### config.mk
export PLATFORM = sky130hd
export DESIGN_NAME = interboard_sender
export DESIGN_NICKNAME = d
export VERILOG_FILES = /design/src/rtl/interboard_sender.sv
export SDC_FILE = /design/constraint.sdc
export NUM_CORES = 1
export LEC_CHECK = 0
export CAP_MARGIN = 20
export CORE_MARGIN = 10
export CORE_UTILIZATION = 54
export CTS_CLUSTER_DIAMETER = 150
export DETAILED_ROUTE_END_ITERATION = 6
export GPL_TIMING_DRIVEN = 0
export PLACE_DENSITY = 0.77
export SLEW_MARGIN = 10
export SYNTH_ARGS = -nofsm -noshare
export SYNTH_HDL_FRONTEND = slang
export SYNTH_SLANG_ARGS = --single-unit
export TNS_END_PERCENT = 100
### constraint.sdc
create_clock -name clk -period 2.4 [get_ports clk]
set_clock_uncertainty 0.1 [all_clocks]
set_input_delay 0.36 -clock clk [delete_from_list [all_inputs] [get_ports clk]]
set_output_delay 0.36 -clock clk [all_outputs]
set_load 0.02 [all_outputs]
### src/rtl/interboard_sender.sv
// Board-to-board message transmitter: latches one 8-bit message and delivers it over a
// four-phase request/acknowledge handshake with per-phase timeout and bounded retry.
module interboard_sender #(
  parameter int unsigned TIMEOUT_CYCLES = 1_000_000,
  parameter int unsigned MAX_RETRY      = 3
) (
  input  logic       clk,
  input  logic       rst,
  input  logic       interboard_rst,
  input  logic       ctrl_en,
  input  logic [2:0] ctrl_msg_type,
  input  logic [4:0] ctrl_number,
  input  logic       rx_ack,
  output logic       tx_request,
  output logic [2:0] tx_msg_type,
  output logic [4:0] tx_number,
  output logic       inter_ready,
  output logic       busy,
  output logic       link_error
);

  localparam int unsigned PW = $clog2(TIMEOUT_CYCLES + 1);
  localparam int unsigned RW = (MAX_RETRY == 0) ? 1 : $clog2(MAX_RETRY + 1);
  localparam logic [2:0] TYPE_RSVD = 3'b111;

  typedef enum logic [2:0] {
    IDLE,
    REQ_HI,
    REQ_LO,
    DONE,
    RECOVER
  } state_t;

  state_t        state, state_n;
  logic          ack_meta, ack_s;
  logic [PW-1:0] phase_cnt, phase_n;
  logic [RW-1:0] retry_cnt, retry_n;
  logic [2:0]    type_n;
  logic [4:0]    number_n;
  logic          link_error_n;
  logic          timeout;
  logic          restart;
  logic          clear;

  assign clear = rst | interboard_rst;

  // Two-flop synchronizer for the far board's acknowledge.
  always_ff @(posedge clk) begin
    if (clear) begin
      ack_meta <= 1'b0;
      ack_s    <= 1'b0;
    end else begin
      ack_meta <= rx_ack;
      ack_s    <= ack_meta;
    end
  end

  always_comb begin
    state_n      = state;
    retry_n      = retry_cnt;
    type_n       = tx_msg_type;
    number_n     = tx_number;
    link_error_n = link_error;
    restart      = 1'b0;
    phase_n      = '0;
    timeout      = (phase_cnt == PW'(TIMEOUT_CYCLES - 1));

    case (state)
      IDLE: begin
        if (ctrl_en && (ctrl_msg_type != TYPE_RSVD)) begin
          type_n   = ctrl_msg_type;
          number_n = ctrl_number;
          retry_n  = '0;
          state_n  = ack_s ? RECOVER : REQ_HI;
        end
      end
      REQ_HI:  if (ack_s)  state_n = REQ_LO;
      REQ_LO:  if (!ack_s) state_n = DONE;
      RECOVER: if (!ack_s) state_n = REQ_HI;
      DONE:    state_n = IDLE;
      default: state_n = IDLE;
    endcase

    // A phase that neither advanced nor completed in time is retried or abandoned.
    if ((state inside {REQ_HI, REQ_LO, RECOVER}) && (state_n == state) && timeout) begin
      if (retry_cnt < RW'(MAX_RETRY)) begin
        retry_n = retry_cnt + RW'(1);
        state_n = RECOVER;
        restart = 1'b1;
      end else begin
        link_error_n = 1'b1;
        state_n      = IDLE;
      end
    end

    if ((state_n == state) && !restart && (state inside {REQ_HI, REQ_LO, RECOVER})) begin
      phase_n = (phase_cnt == '1) ? phase_cnt : phase_cnt + PW'(1);
    end
  end

  always_ff @(posedge clk) begin
    if (clear) begin
      state       <= IDLE;
      phase_cnt   <= '0;
      retry_cnt   <= '0;
      tx_request  <= 1'b0;
      tx_msg_type <= 3'd0;
      tx_number   <= 5'd0;
      inter_ready <= 1'b0;
      busy        <= 1'b0;
      link_error  <= 1'b0;
    end else begin
      state       <= state_n;
      phase_cnt   <= phase_n;
      retry_cnt   <= retry_n;
      tx_request  <= (state_n == REQ_HI);
      tx_msg_type <= type_n;
      tx_number   <= number_n;
      inter_ready <= (state_n == DONE);
      busy        <= (state_n != IDLE);
      link_error  <= link_error_n;
    end
  end

endmodule

## Yosys cells after proc, flatten, opt, wreduce, memory -nomap -nowiden

Cells that the tools add are included.

| operators by class | value |
|---|---|
| $add $sub $neg | 2 |
| multiply operators | 0 |
| divide/modulo/power cells | 0 |
| order comparisons | 1 |
| equal/unequal tests | 10 |
| shift-type cells | 0 |
| muxes and demuxes | 14 |
| bitwise operators | 3 |
| reductions and logical operators | 12 |

Operators by type and width:

| cell | number |
|---|---|
| 20-bit == test (second input constant) | 2 |
| 3-bit 2-to-1 mux | 7 |
| 20-bit by 1-bit adder with 20-bit output (second input constant) | 1 |
| 3-bit case mux with 4 select lines | 1 |
| 2-bit 2-to-1 mux | 4 |
| 3-bit by 1-bit == test with 1-bit output (second input constant) | 2 |
| 3-bit by 2-bit == test with 1-bit output (second input constant) | 2 |
| 3-bit == test | 2 |
| 3-bit nonzero test | 2 |
| 1-bit logical AND | 5 |
| 2-bit AND reduction | 2 |
| 3-bit == test (second input constant) | 1 |
| 3-bit logical NOT | 1 |
| 3-bit inequality test (second input constant) | 1 |
| 2-bit by 1-bit adder with 2-bit output (second input constant) | 1 |
| 2-bit less-than comparator (second input constant) | 1 |
| 1-bit 2-to-1 mux | 2 |
| 1-bit inverter | 2 |
| 2-bit OR reduction | 1 |
| 1-bit logical NOT | 1 |
| 1-bit OR | 1 |

| word-level totals | value |
|---|---|
| bits in registers | 39 |
| bits in latches | 0 |
| memory bits (writable) | 0 |
| ROM bits | 0 |
| bits of input ports | 13 |
| output and inout bits | 12 |
| word-level logic and storage cells | 53 |
| memories kept | 0 |

## Logic depth before layout (Yosys ltp)

| depth | value |
|---|---|
| word-level depth | 13 |
| gate-level depth with buffers | 7 |
| mapped depth without buffers | 5 |

## Worst setup path before layout

Ideal clock, no wire load.

| path | value |
|---|---|
| kind | register to register |
| start point | register phase_cnt[0] |
| end point | register phase_cnt[14] |
| setup time | 86 ps |
| arrival time | 1675 ps |
| required time | 2214 ps |
| setup slack | 540 ps |
| stages on the path, launching flop included | 6 |
| path buffers | 0 |
| clock period less this slack | 1860 ps |
| path through | dfxtp_1 -> ha_1 -> nand3_1 -> nor4_2 -> a31oi_1 -> a211oi_1 |

| on the way | value |
|---|---|
| longest elaborated chain between the ends | 8 |
| elaborated cells between the ends (all ways) | 12 |
| classes of those cells | add/sub: 1; eq/ne: 3; mux: 2; bitwise: 1; reduce/logical: 5 |

Ends and longest elaborated chain:

| item | line | RTL |
|---|---|---|
| start: declaration | 36 | `logic [PW-1:0] phase_cnt, phase_n;` |
| start signal: assignment | 114 | `phase_cnt <= phase_n;` |
| 20-bit == test | 66 | `timeout = (phase_cnt == PW'(TIMEOUT_CYCLES - 1));` |
| 1-bit logical AND | 85 | `if ((state inside {REQ_HI, REQ_LO, RECOVER}) && (state_n == state) && timeout) begin` |
| 3-bit 2-to-1 mux / 1-bit 2-to-1 mux (equally long branches) | 85 |  |
| 3-bit == test / 1-bit logical NOT (equally long branches) | 96 | `if ((state_n == state) && !restart && (state inside {REQ_HI, REQ_LO, RECOVER})) begin` |
| 1-bit logical AND (2 in series) | 96 |  |
| 1-bit inverter (no line) | - |  |
| 2-bit OR reduction (no line) | - |  |

Parallel ways exist; a longest one is shown, timed or not.
A chain may end at the register's enable or synchronous reset.

## Worst setup path in the final report

| path | value |
|---|---|
| start point | register phase_cnt[0] |
| end point | register phase_cnt[15] |

Same word-level chain as after synthesis.

==> run_results.csv <==
group,metric,value,unit
yosys,synth_edf_count,0,
placement,io_buffers,24,
finish,diodes,0,
floorplan,initial_core_util,57.3,%
power_and_ir_drop,p_sw,263,uW
worst_setup_path,worstPathMaxFanout,8,
detailed_routing,viasPerCell,5.93,
detailed_routing,ant_nets,0,
timing,setup_viol,0,
clock_network,cts_tree,"yes",
power_and_ir_drop,power_frac_seq,53.6,%
timing,setup_slack,232,ps
timing,max_freq,461,MHz
floorplan,ioPinCount,25,
finish,drive_gt1_share,12.0,%
timing,rsz0062_at_grt,"no",
clock_network,clk_pin_slew,70,ps
yosys,synth.area.top_cells,"dfxtp_1 (40%), mux2i_1 (6.6%), a21oi_1 (4.1%), nand3_1 (3.6%), nand2_1 (2.9%)",
worst_setup_path,end_kind,"register",
clock_network,clockBufferDepth,2,
finish,final_util,69.1,%
clock_network,clock_sinks,39,
clock_network,htreeDepth,2,
worst_setup_path,cp.required,2470,ps
yosys,yosysUniqueCellTypes,52,
timing,finalHoldViolCount,0,
detailed_routing,post_drt_wl_per_cell,14.8,microns
finish,area_growth_syn_to_layout,20.6,%
clock_network,clk_latency,290,ps
floorplan,rows,21,
detailed_routing,num_vias,1748,
global_route,grt-ovfl-total,0,
yosys,synthFlopType,"dfxtp_1",
timing,relSlewSlack,46.4,%
yosys,synth_most_common_cell,"dfxtp_1",
clock_network,cts_setup_buffers,0,
power_and_ir_drop,internal_power,966,uW
yosys,synth-warning-count,0,
global_route,grt_pass1_vias,1638,
power_and_ir_drop,p_clk_share,38.9,%
global_route,antenna_found_initial,0,
yosys,synth_top_cell_area_share,39.6,%
power_and_ir_drop,power_frac_comb,7.6,%
detailed_routing,drc,0,
yosys,synth_area,0.00197,sq mm
yosys,avgSynthCellArea,9.08,sq um
finish,fin_nets,263,
timing,worstMarginPinSlew,797,ps
yosys,synth_seq_cells,39,
timing,fin_crit_sh,90.3,%
clock_network,root_buffer,"clkbuf_8",
global_route,grt_pass1_wl,7.43,mm
hold_path,hp-class,"register to register",
floorplan,die_y,80.4,microns
timing,fin_tns_setup,0,ps
floorplan,die-area,0.00647,sq mm
timing,period_needed,2170,ps
placement,hpwl,3.19,mm
power_and_ir_drop,power.density,517,mW/mm^2
timing,drv_slew,0,
placement,place_worst_setup_slack,48.2,ps
floorplan,die_x,80.4,microns
yosys,async_reset_ff_share,0,%
worst_setup_path,start_kind,"register",
power_and_ir_drop,vdd_drop_max,0.539,mV
clock_network,cts_made_buffers,5,
worst_setup_path,worstSetupPathType,"register to register",
worst_setup_path,arrival,2240,ps
detailed_routing,wl,4.37,mm
power_and_ir_drop,p_leak,0.791,nW
yosys,synth_nets,232,
yosys,yosysSeqAreaShare,39.6,%
detailed_routing,drt_iter0_drc,112,
floorplan,fp.coreArea,0.00344,sq mm
yosys,synthTopCellsByCount,"dfxtp_1 (39), a21oi_1 (16), nand2_1 (15)",
global_route,grt_util_all_layers,14.0,%
power_and_ir_drop,switching_share,21.4,%
placement,place_congestion,0.756,
detailed_routing,first_pass_iters,4,
global_route,grt_max_degree,12,
yosys,synth_cells,217,
outcome,status,"completed",
run,max_cap_viol_count,0,
yosys,yosysTopAreaCell,"dfxtp_1",
-- repair_timing --
| action | in CTS | in global routing |
|---|---|---|
| resized for setup | 0 | 1 |
| hold buffers | 0 | 0 |
| endpoints found under the setup margin | 0 | 11 |
-- metrics by stage --
step	cells	cell area, sq um	hold WS (ps)	total power, mW
after global placement	287	2270	320	0.766
after detailed placement	287	2270	316	0.768
after CTS	295	2370	333	1.24
final	295	2380	331	1.23
after floorplan	217	1970	306	0.725
after global routing	295	2380	354	1.28
-- logic make-up after synthesis --
family | share of synthesized area [%]
simple gates | 31.3
compound gates | 16.9
flops | 39.6
buf+inv | 3.36
mux | 6.60
fa+ha+maj | 1.78
xor+xnor | 0.445
-- cell type report --
type                    instances  area [sq um]
plain buffers                  12          58.8
clock buffers                   8           100
fillers                       280          1060
inverters                       2          7.51
multi-input cells             164          1130
flip-flops and latches         39           781
well taps                      46          57.6
repair buffers                 24           240
-- layout by cell type, fill, tap and decap left out, types with 5 or more instances in the layout --
master / Yosys / layout
dfxtp_1: 39 / 39
clkdlybuf4s50_1: 0 / 24
a21oi_1: 16 / 16
nand2_1: 15 / 15
nand3_1: 14 / 14
nor2_1: 14 / 14
mux2i_1: 13 / 13
or3_1: 8 / 8
clkbuf_1: 6 / 7
nor3_1: 7 / 7
clkbuf_8: 0 / 7
nand4_1: 6 / 6
o21ai_0: 6 / 6
o31ai_1: 6 / 6
buf_2: 5 / 5
nor4_1: 5 / 5
-- power by group through the flow --
stage | Combinational, mW | Sequential (mW) | Clock (mW)
3_5_place_dp | 0.0939 | 0.674 | 0
4_1_cts | 0.0946 | 0.658 | 0.487
6_report | 0.0931 | 0.658 | 0.478
5_1_grt | 0.102 | 0.659 | 0.515
3_3_place_gp | 0.0929 | 0.673 | 0
2_1_floorplan | 0.0439 | 0.681 | 0
-- critical path, cell delays in order, from the launching register on --
cell	delay [ps]
dfxtp_1	390
ha_1	230
nand3_1	280
o41ai_2	760
or4_2	240
a21oi_1	50
-- metal layers --
layer | up-vias | GRT usage [%] | wire length (microns)
met5 | - | 0 | 0
met4 | 0 | 5.99 | 54
met3 | 5 | 4.45 | 184
met2 | 26 | 20.9 | 2000
met1 | 820 | 18.0 | 2120
li1 | 897 | - | -
-- sequential cells by signal, indices dropped and copies added, names as in the netlist --
name,cells
tx_request,1
link_error,1
ack_s,1
phase_cnt,20
inter_ready,1
tx_msg_type,3
busy,1
ack_meta,1
retry_cnt,2
state,3
tx_number,5
-- worst paths after layout --
kind                                    from             to  slack (ps)  cells after the start
worst min register to register      ack_meta          ack_s         330                      1
worst max register to register  phase_cnt[0]  phase_cnt[15]         230                      5
worst min-delay path                ack_meta          ack_s         330                      1
worst max-delay path            phase_cnt[0]  phase_cnt[15]         230                      5
Note: power is estimated with default switching activity, not from simulation.
==> patch 1 (same flow settings) <==
Put one more register stage on the output `link_error`, without a reset. The value now appears one clock later. The other outputs are not delayed to match.
--- a/src/rtl/interboard_sender.sv
+++ b/src/rtl/interboard_sender.sv
@@ -33,2 +33,4 @@
 
+  logic link_error_s0;
+
   state_t        state, state_n;
@@ -62,3 +64,3 @@
     number_n     = tx_number;
-    link_error_n = link_error;
+    link_error_n = link_error_s0;
     restart      = 1'b0;
@@ -110,3 +112,3 @@
       busy        <= 1'b0;
-      link_error  <= 1'b0;
+      link_error_s0 <= 1'b0;
     end else begin
@@ -120,4 +122,8 @@
       busy        <= (state_n != IDLE);
-      link_error  <= link_error_n;
+      link_error_s0 <= link_error_n;
     end
+  end
+
+  always_ff @(posedge clk) begin
+    link_error <= link_error_s0;
   end
Behaviour: same outputs for any inputs over 10 cycles, from zero or initial values; that may be too few to reach the edited logic, so the function may still have changed.
==> patch 1 against the unedited design <==
  * Highest routed layer unchanged
  * Wire length down 0.23%
  * Total power grew 14%
  * Setup slack better by 0.012 ns
  * Sequential cell count up 1
  * Sequential share of layout area is 0.16 points higher
  * Area after synthesis increased by 1.0%
  * Design area rose by 2.1%
  * Non-clock buffer count stayed put
  * Worst hold slack worse by 0.072 ns
==> patch 1: results (changes against the unedited design) <==
| Metric | Value |
|---|---|
| Run status | complete, no violations (unchanged) |
| Seq/Total Area, Yosys | 40.2% (was 39.6%) |
| Adder-cell area share of the yosys netlist | 1.76% (was 1.78%) |
| Min Clock Period, post-route | 2.16 ns (was 2.17 ns) |
| Met3 Wirelength | 273 um (was 184 um) |
| Post-route met1 wirelength | 2160 um (was 2120 um) |
| Number of instances in the placed design | 288 (was 287) |
| Placement Cell Area | 2290 um2 (was 2270 um2) |
| Cell types occupying the most area after synthesis | sky130_fd_sc_hd__dfxtp_1 (40%), sky130_fd_sc_hd__mux2i_1 (6.5%), sky130_fd_sc_hd__a21oi_1 (4.0%) (was sky130_fd_sc_hd__dfxtp_1 (40%), sky130_fd_sc_hd__mux2i_1 (6.6%), sky130_fd_sc_hd__a21oi_1 (4.1%)) |
| Relative slew slack | 44.8% (was 46.4%) |
| Starting DRT DRC Count | 132 (was 112) |
| Maximum VDD drop | 0.000450 V (was 0.000539 V) |
| Router iterations before antenna repair | 5 (was 4) |
| Detail Route met2 WL | 1890 um (was 2000 um) |
| Worst Hold Launch | link_error_s0 (was ack_meta) |
| Largest net degree at the start of global routing | 13 (was 12) |
| Final-layout worst hold slack | 0.259 ns (was 0.331 ns) |
| Met1 track utilization from global routing | 18.4% (was 18.0%) |
| Met2 usage | 20.0% (was 20.9%) |
| Synthesized netlist net count | 233 (was 232) |
| Worst-case reg-to-reg path depth | 5 (unchanged) |
| Delay of the slowest cell on the worst path | 0.76 ns (about the same) |
| First-pass GRT wire length | 7330 um (was 7430 um) |
| Post-synthesis compound-gate area fraction | 16.7% (was 16.9%) |
| Xor/xnor share of the synthesized area | 0.440% (was 0.444%) |
| Last weighted congestion value of the routability-driven placer | 0.780 (was 0.756) |
| Endpoint, Worst Hold | link_error (was ack_s) |
| Cell internal pwr | 1.13 mW (was 0.966 mW) |
| Total clock network power | 0.638 mW (was 0.478 mW) |
| Fraction of power consumed by combinational cells | 6.6% (was 7.6%) |
| Total number of vias | 1750 (was 1748) |
| Global-route usage over all layers | 13.7% (was 14.0%) |
| DPL Wire Length | 3180 um (was 3190 um) |
| Number of global-route vias before repair | 1605 (was 1638) |
| Number of cells on the worst hold path | 0 (was 1) |
| Global-route met3 utilization | 5.35% (was 4.45%) |
| CTS-repair resized insts | 0 (unchanged) |
| Vias/cell | 5.93 (about the same) |
| CP Capture Type | register (unchanged) |
| Power of the combinational group | 0.0934 mW (was 0.0931 mW) |
| LEAKAGE | 0.811 nW (was 0.791 nW) |
| Share of synthesized area spent on multiplexers | 6.54% (was 6.60%) |
| Final nets | 264 (was 263) |
| WL per Instance | 14.8 um (about the same) |
| Syn_area_per_cell | 9.13 um2 (was 9.08 um2) |
| Setup slack after placement | 0.112 ns (was 0.0482 ns) |
==> patch 1: cell types whose count changed after synthesis <==
| cell | unedited run | this run |
|---|---|---|
| sky130_fd_sc_hd__dfxtp_1 | 39 | 40 |
==> patch 1: kinds of logic (layout without fill, tap and decap cells) <==
kind of cell | count (synthesis) | in the layout
adder cells (fa/ha/maj) | 3 | 3
flip-flops | 40 | 40
buffers and inverters | 14 | 45
AO/OA/AOI/OAI | 48 | 48
AND/OR/NAND/NOR | 99 | 99
multiplexers | 13 | 13
XOR/XNOR | 1 | 1
==> patch 1: final cells by class <==
| type | count | area, um2 |
|---|---|---|
| Fill cell | 289 | 1020 |
| Sequential cell | 40 | 801 |
| Inverter | 2 | 7.51 |
| Clock inverter | 2 | 60.1 |
| Tap cell | 46 | 57.6 |
| Buffer | 12 | 58.8 |
| Timing Repair Buffer | 24 | 240 |
| Clock buffer | 5 | 68.8 |
| Multi-Input combinational cell | 164 | 1130 |
==> patch 2 (same flow settings) <==
Made on the original files. The parameter `TIMEOUT_CYCLES` goes from 1_000_000 to 2_000_000.
--- a/src/rtl/interboard_sender.sv
+++ b/src/rtl/interboard_sender.sv
@@ -3,3 +3,3 @@
 module interboard_sender #(
-  parameter int unsigned TIMEOUT_CYCLES = 1_000_000,
+  parameter int unsigned TIMEOUT_CYCLES = 2_000_000,
   parameter int unsigned MAX_RETRY      = 3
Behaviour: no difference found for any inputs over 10 cycles, from zero or initial values; that may be too few to reach the edited logic, so the function may still have changed.
==> patch 2 against the unedited design <==
  * Total power decreased by 8.4%
  * Area after synthesis is 9.7% lower
  * Design area shrank 5.9%
  * Clock power down 25%
  * Via count shrank 9.3%
  * Final cell count shrank 4.1%
  * Setup slack got worse by 0.089 ns
  * Wire length decreased by 7.2%
  * Sequential power grew 3%
  * Sequential cell count increased by 1
  * Combinational power decreased by 5.4%
  * Largest power group unchanged
==> patch 2: results (changes against the unedited design) <==
| Metric | Value |
|---|---|
| Fraction of final layout cells with drive strength greater than 1 | 13.8% (was 12.0%) |
| Latest clock arrival within the worst-skew pair | 0.36 ns (was 0.29 ns) |
| Crit path max-delay family | simple AND/OR/NAND/NOR gates (was compound AO/OA/AOI/OAI gates) |
| Final nets | 253 (was 263) |
| Clock root buffer master | sky130_fd_sc_hd__clkbuf_4 (was sky130_fd_sc_hd__clkbuf_8) |
| LEAKAGE | 0.793 nW (was 0.791 nW) |
| Cell types occupying the most area after synthesis | sky130_fd_sc_hd__dfxtp_1 (45%), sky130_fd_sc_hd__nor2_1 (7.4%), sky130_fd_sc_hd__mux2i_1 (3.9%) (was sky130_fd_sc_hd__dfxtp_1 (40%), sky130_fd_sc_hd__mux2i_1 (6.6%), sky130_fd_sc_hd__a21oi_1 (4.1%)) |
| Global-route usage over all layers | 13.4% (was 14.0%) |
| Psw | 0.267 mW (was 0.263 mW) |
| Number of instances in the placed design | 270 (was 287) |
| Share of the clock period used by the worst path after layout | 94.0% (was 90.3%) |
| First-pass GRT wire length | 6740 um (was 7430 um) |
| DPL Wire Length | 2910 um (was 3190 um) |
| Last weighted congestion value of the routability-driven placer | 0.852 (was 0.756) |
| Delay of the slowest cell on the worst path | 0.45 ns (was 0.76 ns) |
| Slowest cell on crit path | sky130_fd_sc_hd__or3_4 (was sky130_fd_sc_hd__o41ai_2) |
| Largest net degree at the start of global routing | 13 (was 12) |
| Met3 Wirelength | 229 um (was 184 um) |
| Critical Path End | phase_cnt[18] (was phase_cnt[15]) |
| Met2 usage | 22.8% (was 20.9%) |
| Register-to-register setup slack | 0.14 ns (was 0.23 ns) |
| WL per Instance | 14.3 um (was 14.8 um) |
| Total number of vias | 1585 (was 1748) |
| Clock slew at the register clock pins of the worst setup and hold paths | 0.12 ns (was 0.07 ns) |
| Global-route met3 utilization | 4.95% (was 4.45%) |
| Detail Route met2 WL | 1970 um (was 2000 um) |
| Met1 track utilization from global routing | 14.4% (was 18.0%) |
| Total detailed-routing wirelength | 4050 um (was 4370 um) |
| Run status | complete, no violations (unchanged) |
| Post-route met1 wirelength | 1770 um (was 2120 um) |
| Setup slack after placement | 0.0117 ns (was 0.0482 ns) |
| Maximum VDD drop | 0.000465 V (was 0.000539 V) |
patch 2: power by group through the flow:
| stage | Sequential [mW] | Clock [mW] | Combinational [mW] |
|---|---|---|---|
| 3_3_place_gp | 0.692 | 0 | 0.0821 |
| 3_5_place_dp | 0.693 | 0 | 0.0838 |
| 6_report | 0.677 | 0.360 | 0.0881 |
| 4_1_cts | 0.677 | 0.364 | 0.0844 |
| 2_1_floorplan | 0.700 | 0 | 0.0340 |
| 5_1_grt | 0.679 | 0.392 | 0.0965 |
patch 2: worst reg2reg max path, delay by kind of cell, from the launching register on:
family | cells | cell delay (ns)
flip-flops | 1 | 0.37
AO/OA/AOI/OAI | 2 | 0.37
adder cells (fa/ha/maj) | 1 | 0.19
buffers and inverters | 1 | 0.15
AND/OR/NAND/NOR | 4 | 0.99
patch 2: what timing repair did:
item	CTS	global route
gates resized for setup	0	13
setup endpoints to repair	0	15
setup buffers	0	4
hold buffers	0	0
patch 2: final cells by class:
cell class	instances	area, um2
Buffer	6	40.0
Clock buffer	6	51.3
Clock inverter	2	10.0
Fill cell	258	866
Inverter	3	11.3
Multi-Input combinational cell	153	985
Sequential cell	40	803
Tap cell	44	55.1
Timing Repair Buffer	29	282
patch 2: cell families after synthesis:
kind of cell / synth area share [%]
buffers and inverters: 2.88
flip-flops: 45.0
AND/OR/NAND/NOR: 30.6
adder cells (fa/ha/maj): 1.41
multiplexers: 3.94
XOR/XNOR: 6.89
AO/OA/AOI/OAI: 9.28
patch 2: metrics by stage:
step	setup TNS [ns]	total power [mW]	hold WS (ns)
after CTS	0	1.13	0.352
after global placement	0	0.774	0.308
after floorplan	0	0.734	0.306
after global routing	-0.00968	1.17	0.361
after detailed placement	0	0.776	0.323
final	0	1.13	0.348
